**src/rtl/dlfloat_operand_loader_if.sv**
```systemverilog
// Host/MAC-side signal bundle of the DLFloat16 operand loader.
// The master modport is the host and MAC side; the slave modport is the loader itself.
interface dlfloat_operand_loader_if #(
   parameter int DEPTH = 4,
   parameter int W     = 16
);
   localparam int CW = $clog2(DEPTH) + 1;

   logic [7:0]    byte_in;
   logic          byte_valid;
   logic          flush;
   logic          op_ready;
   logic          op_valid;
   logic [W-1:0]  op_a;
   logic [W-1:0]  op_b;
   logic [CW-1:0] count;
   logic          full;
   logic          overflow;

   modport master (
      output byte_in, byte_valid, flush, op_ready,
      input  op_valid, op_a, op_b, count, full, overflow
   );

   modport slave (
      input  byte_in, byte_valid, flush, op_ready,
      output op_valid, op_a, op_b, count, full, overflow
   );
endinterface

```
**src/rtl/dlfloat_operand_loader.sv**
```systemverilog
// Packs the pad byte stream into DLFloat16 {A,B} pairs and buffers them in a show-ahead
// FIFO that feeds the MAC through a valid/ready handshake.
module dlfloat_operand_loader #(
   parameter int DEPTH = 4,
   parameter int W     = 16
) (
   input  logic                   clk,
   input  logic                   rst_n,
   dlfloat_operand_loader_if.slave bus
);
   localparam int PW = $clog2(DEPTH);
   localparam int CW = PW + 1;

   localparam logic [1:0] S_A0 = 2'd0;
   localparam logic [1:0] S_A1 = 2'd1;
   localparam logic [1:0] S_B0 = 2'd2;
   localparam logic [1:0] S_B1 = 2'd3;

   logic [1:0]     state;
   logic [7:0]     a_lo;
   logic [7:0]     a_hi;
   logic [7:0]     b_lo;
   logic [2*W-1:0] mem [DEPTH];
   logic [PW-1:0]  wr_ptr;
   logic [PW-1:0]  rd_ptr;
   logic [CW-1:0]  count_q;
   logic           overflow_q;
   logic           empty;
   logic           full_w;
   logic           push_req;
   logic           push;
   logic           pop;

   // A full FIFO still accepts a pair when the head is leaving on the same edge.
   always_comb begin
      empty    = (count_q == '0);
      full_w   = (count_q == CW'(DEPTH));
      pop      = !bus.flush && !empty && bus.op_ready;
      push_req = !bus.flush && bus.byte_valid && (state == S_B1);
      push     = push_req && (!full_w || pop);
   end

   // NOTE: state registers use non-blocking assignments so every always_ff samples the
   // pre-edge values; blocking here would create order-dependent simulation races.
   always_ff @(posedge clk or negedge rst_n) begin
      if (!rst_n) begin
         state <= S_A0;
         a_lo  <= '0;
         a_hi  <= '0;
         b_lo  <= '0;
      end else if (bus.flush) begin
         state <= S_A0;
      end else if (bus.byte_valid) begin
         case (state)
            S_A0:    begin a_lo <= bus.byte_in; state <= S_A1; end
            S_A1:    begin a_hi <= bus.byte_in; state <= S_B0; end
            S_B0:    begin b_lo <= bus.byte_in; state <= S_B1; end
            default: state <= S_A0;
         endcase
      end
   end

   always_ff @(posedge clk or negedge rst_n) begin
      if (!rst_n) begin
         wr_ptr     <= '0;
         rd_ptr     <= '0;
         count_q    <= '0;
         overflow_q <= 1'b0;
      end else if (bus.flush) begin
         wr_ptr     <= '0;
         rd_ptr     <= '0;
         count_q    <= '0;
         overflow_q <= 1'b0;
      end else begin
         if (push) wr_ptr <= wr_ptr + PW'(1);
         if (pop)  rd_ptr <= rd_ptr + PW'(1);
         case ({push, pop})
            2'b10:   count_q <= count_q + CW'(1);
            2'b01:   count_q <= count_q - CW'(1);
            default: count_q <= count_q;
         endcase
         if (push_req && !push) overflow_q <= 1'b1;
      end
   end

   // NOTE: the storage array has no reset; stale entries are never visible because the
   // outputs are gated by empty, and leaving it unreset lets it map onto plain RAM cells.
   always_ff @(posedge clk) begin
      if (push) mem[wr_ptr] <= {a_hi, a_lo, bus.byte_in, b_lo};
   end

   // NOTE: every output gets a default before the conditional so no latch is inferred.
   always_comb begin
      bus.op_a = '0;
      bus.op_b = '0;
      if (!empty) begin
         bus.op_a = mem[rd_ptr][2*W-1:W];
         bus.op_b = mem[rd_ptr][W-1:0];
      end
      bus.op_valid = !empty;
      bus.count    = count_q;
      bus.full     = full_w;
      bus.overflow = overflow_q;
   end
endmodule

```
**src/flat_wrapper.sv**
```systemverilog
// flat-port wrapper written by rule: the top's interface ports become plain ports
module dlfloat_operand_loader_flat 
#(
   parameter int DEPTH = 4,
   parameter int W     = 16
)
  (clk, rst_n, bus_byte_in, bus_byte_valid, bus_flush, bus_op_ready, bus_op_valid, bus_op_a, bus_op_b, bus_count, bus_full, bus_overflow);
  dlfloat_operand_loader_if #(.DEPTH(DEPTH), .W(W)) bus_i ();
  input  logic clk;
  input  logic rst_n;
  input wire logic [$bits(bus_i.byte_in)-1:0] bus_byte_in;
  input wire logic [$bits(bus_i.byte_valid)-1:0] bus_byte_valid;
  input wire logic [$bits(bus_i.flush)-1:0] bus_flush;
  input wire logic [$bits(bus_i.op_ready)-1:0] bus_op_ready;
  output wire logic [$bits(bus_i.op_valid)-1:0] bus_op_valid;
  output wire logic [$bits(bus_i.op_a)-1:0] bus_op_a;
  output wire logic [$bits(bus_i.op_b)-1:0] bus_op_b;
  output wire logic [$bits(bus_i.count)-1:0] bus_count;
  output wire logic [$bits(bus_i.full)-1:0] bus_full;
  output wire logic [$bits(bus_i.overflow)-1:0] bus_overflow;
  assign bus_i.byte_in = bus_byte_in;
  assign bus_i.byte_valid = bus_byte_valid;
  assign bus_i.flush = bus_flush;
  assign bus_i.op_ready = bus_op_ready;
  assign bus_op_valid = bus_i.op_valid;
  assign bus_op_a = bus_i.op_a;
  assign bus_op_b = bus_i.op_b;
  assign bus_count = bus_i.count;
  assign bus_full = bus_i.full;
  assign bus_overflow = bus_i.overflow;
  dlfloat_operand_loader #(.DEPTH(DEPTH), .W(W)) u_core (.clk(clk), .rst_n(rst_n), .bus(bus_i));
endmodule
```
**config.mk**
```make
export PLATFORM = sky130hd
export DESIGN_NAME = dlfloat_operand_loader_flat
export DESIGN_NICKNAME = d
export VERILOG_FILES = /design/src/rtl/dlfloat_operand_loader_if.sv /design/src/rtl/dlfloat_operand_loader.sv /design/src/flat_wrapper.sv
export SDC_FILE = /design/constraint.sdc
export NUM_CORES = 1
export LEC_CHECK = 0
export BUFFER_PORTS_ARGS = -buffer_cell sky130_fd_sc_hd__buf_4
export CELL_PAD_IN_SITES_DETAIL_PLACEMENT = 0
export CELL_PAD_IN_SITES_GLOBAL_PLACEMENT = 1
export CORE_ASPECT_RATIO = 0.9
export CORE_UTILIZATION = 40
export DETAILED_ROUTE_END_ITERATION = 16
export GPL_TIMING_DRIVEN = 0
export MAX_ROUTING_LAYER = met4
export PLACE_DENSITY = 0.7
export SETUP_SLACK_MARGIN = 0.5
export SYNTH_ARGS = -nofsm -noshare
export SYNTH_HDL_FRONTEND = slang
export SYNTH_SLANG_ARGS = --single-unit
```
**constraint.sdc**
```tcl
create_clock -name clk -period 2.6 [get_ports clk]
set_input_delay 0.65 -clock clk [delete_from_list [all_inputs] [get_ports clk]]
set_output_delay 0.65 -clock clk [all_outputs]
set_load 0.05 [all_outputs]
```
==> run metrics <==
vias=3401; Critical Path AT=~1900 ps; Synth Instances=340; Clk network pwr share=~40%; syn nets=362; Port-buffer cells=just under 50; Die X=137 um; largest net degree at the start of global routing=35; leak pwr=0.00311 uW; fin. max-slew vios=0; global-route wire length before repair=approximately 20000 um; Worst-path clk slew=approximately 60 ps; #FFs+latches synth=162; Die ar.=around 0.017 mm2; Post-synth EDFFs=128; status=complete, no violations; Clock Latency Late Sink=between 400 and 500 ps; # IOs=51; Synth Flop Type=edfxtp_1; max_cap viols=0; sw frac=20.5%; fmax=0.393 GHz; DRT Wirelength=between 10000 and 15000 um; layout cells sized above 1=around half; antenna cell count=0; Async S/R FF share, synth=between 20% and 30%; Detail Route Antenna Nets=0; worst path required time=1950 ps; Avg Vias per Cell=~5.2; Root Buffer=clkbuf_16; P_sw=around 1200 uW; DRC=0; P_int=4570 uW; Core ar.=approximately 0.016 mm2; Area Overhead vs Synth=32.6%; Yosys warnings=0; H-tree Lvls=4; fin crit period=about 2500 ps; routed length per placed instance=around 20 um; Die Height=approximately 120 um; gr usage total=~17%; Fin Clk Skew=~11 ps; total power=5760 uW; clk buf depth=2; final hold vios=0; hpwl dp=7340 um; CP Launch Type=flop; Initial Utilization=a little over two fifths; # hold bufs at CTS=0; initial antenna violation count=0; vias in the first global route=between 3000 and 4000; most common cell after layout, fill and taps aside=edfxtp_1; post-synthesis cell type count=between 40 and 50; Final setup viols=0; crit-path max FO=10; Hold Crit Class=primary input to asynchronous set/reset pin; gr ovfl total=0; slew at the pin closest to its max-slew limit=approximately 530 ps; Mapped Avg Cell Area=~19 um2; clk sinks=roughly 160; number of DRC markers in iteration 0=around 290; GPL Wtd Cong=0.783; Mapped Area=0.00652 mm2; period utilization=a little over nine tenths; Fin Setup TNS=0 ps; worst setup path category=flop to output port; combinational share of power=under 10%; Slew HR=64.6%; sequential share of power=between 50% and 60%; Final nets=around 460; CP endpoint kind=output port; total CTS buffers=17; most frequent cells in the layout=128 x edfxtp_1, 34 x buf_4, 32 x mux4_2, 32 x nor2b_4, 31 x dfrtp_1; RSZ-0062 raised after global routing=true; Layout fillers=between 1000 and 1500; sequential cell area fraction in the yosys report=approximately 70%; CTS tree=done; row count=43; power density cells=between 600 and 700 mW/mm2; DR pass1 iterations=5; worst vdd ir=between 0.4 and 0.5 mV
sequential cells by signal (all words and copies together), names as in the netlist:
signal,cells
u_core.bus.overflow,1
u_core.rd_ptr,2
u_core.state,2
u_core.b_lo,8
u_core.bus.count,3
u_core.mem,128
u_core.a_lo,8
u_core.a_hi,8
u_core.wr_ptr,2
power by group through the flow:
stage          Combinational (uW)  Clock, uW  Sequential, uW
6_report                      232       2310            3220
5_1_grt                       254       2460            3240
4_1_cts                       234       2370            3210
3_5_place_dp                  223          0            3270
3_3_place_gp                  214          0            3250
2_1_floorplan                 152          0            3210
logic make-up (layout without fill, tap and decap cells):
logic type / count (synthesis) / in the layout / share of synthesized area (%)
XOR/XNOR: 3 / 3 / 0.403
adder cells (fa/ha/maj): 9 / 9 / 1.84
flip-flops: 162 / 162 / 72.0
AO/OA/AOI/OAI: 18 / 18 / 2.01
AND/OR/NAND/NOR: 61 / 66 / 5.70
multiplexers: 61 / 61 / 16.1
buffers and inverters: 26 / 133 / 2.01
per-stage QoR:
stage / setup slack, ps / hold WS [ps] / area, um2 / util (%) / std cells
2_1_floorplan: 319 / 354 / 6810 / - / 340
3_3_place_gp: -8.55 / 485 / 7430 / 47.4 / 591
3_5_place_dp: -42.6 / 494 / 7430 / 47.4 / 591
4_1_cts: 0.00422 / 203 / 8430 / 53.9 / 640
5_1_grt: -16.6 / 215 / 8650 / 55.3 / 654
6_report: 54.2 / 202 / 8650 / 55.3 / 654
synthesized netlist by cell type (5+ instances only):
master	number	share of area (%)
edfxtp_1	128	59
nor2b_1	33	3.2
ha_1	8	1.5
mux4_2	32	11
clkbuf_1	7	0.40
mux2_1	15	2.6
nand2_1	5	0.29
inv_1	7	0.40
nor2_1	5	0.29
dfrtp_1	34	13
mux2_2	10	1.7
buf_2	6	0.46
critical path, cell delays in order (launching register included):
cell and delay, ps:
dfrtp_1 340, buf_6 150, buf_12 160, mux4_2 510
nor2b_4 150, buf_8 150
path summary, 6_finish.rpt:
check,startpoint,end,slack (ps),depth (start not counted)
worst max-delay path,u_core.rd_ptr[0],bus_op_b[4],50,5
worst min-delay path,rst_n,u_core.state[1],200,1
worst max register to register,u_core.bus.count[2],u_core.bus.count[2],290,9
worst min register to register,u_core.bus.overflow,u_core.bus.overflow,510,2
max in group asynchronous,rst_n,u_core.bus.count[2],2040,1
min in group clk,bus_flush,u_core.bus.count[0],410,2
routing by layer:
| metal | track usage (%) | wire length, um | vias to the layer above |
|---|---|---|---|
| li1 | - | - | 1539 |
| met1 | 21.6 | 5960 | 1773 |
| met2 | 27.4 | 6540 | 80 |
| met3 | 4.76 | 548 | 9 |
| met4 | 5.56 | 100 | 0 |
| met5 | - | 0 | - |
area by class of cell:
type	instances	area, um2	share of cell area (%)
Sequential cell	162	4700	54.3
Clock buffer	23	478	5.53
Multi-Input combinational cell	157	2060	23.8
Tap cell	202	253	2.92
Timing Repair Buffer	75	828	9.57
Inverter	7	31.3	0.362
Clock inverter	9	80.1	0.926
Buffer	19	225	2.60
repair_timing:
action                                  in CTS  in global routing
setup buffers                               12                 13
endpoints found under the setup margin     163                163
gates resized for setup                     81                 22
pin swaps                                    9                 12
cloned                                       5                  1
Power figures use the tool's default switching activity.
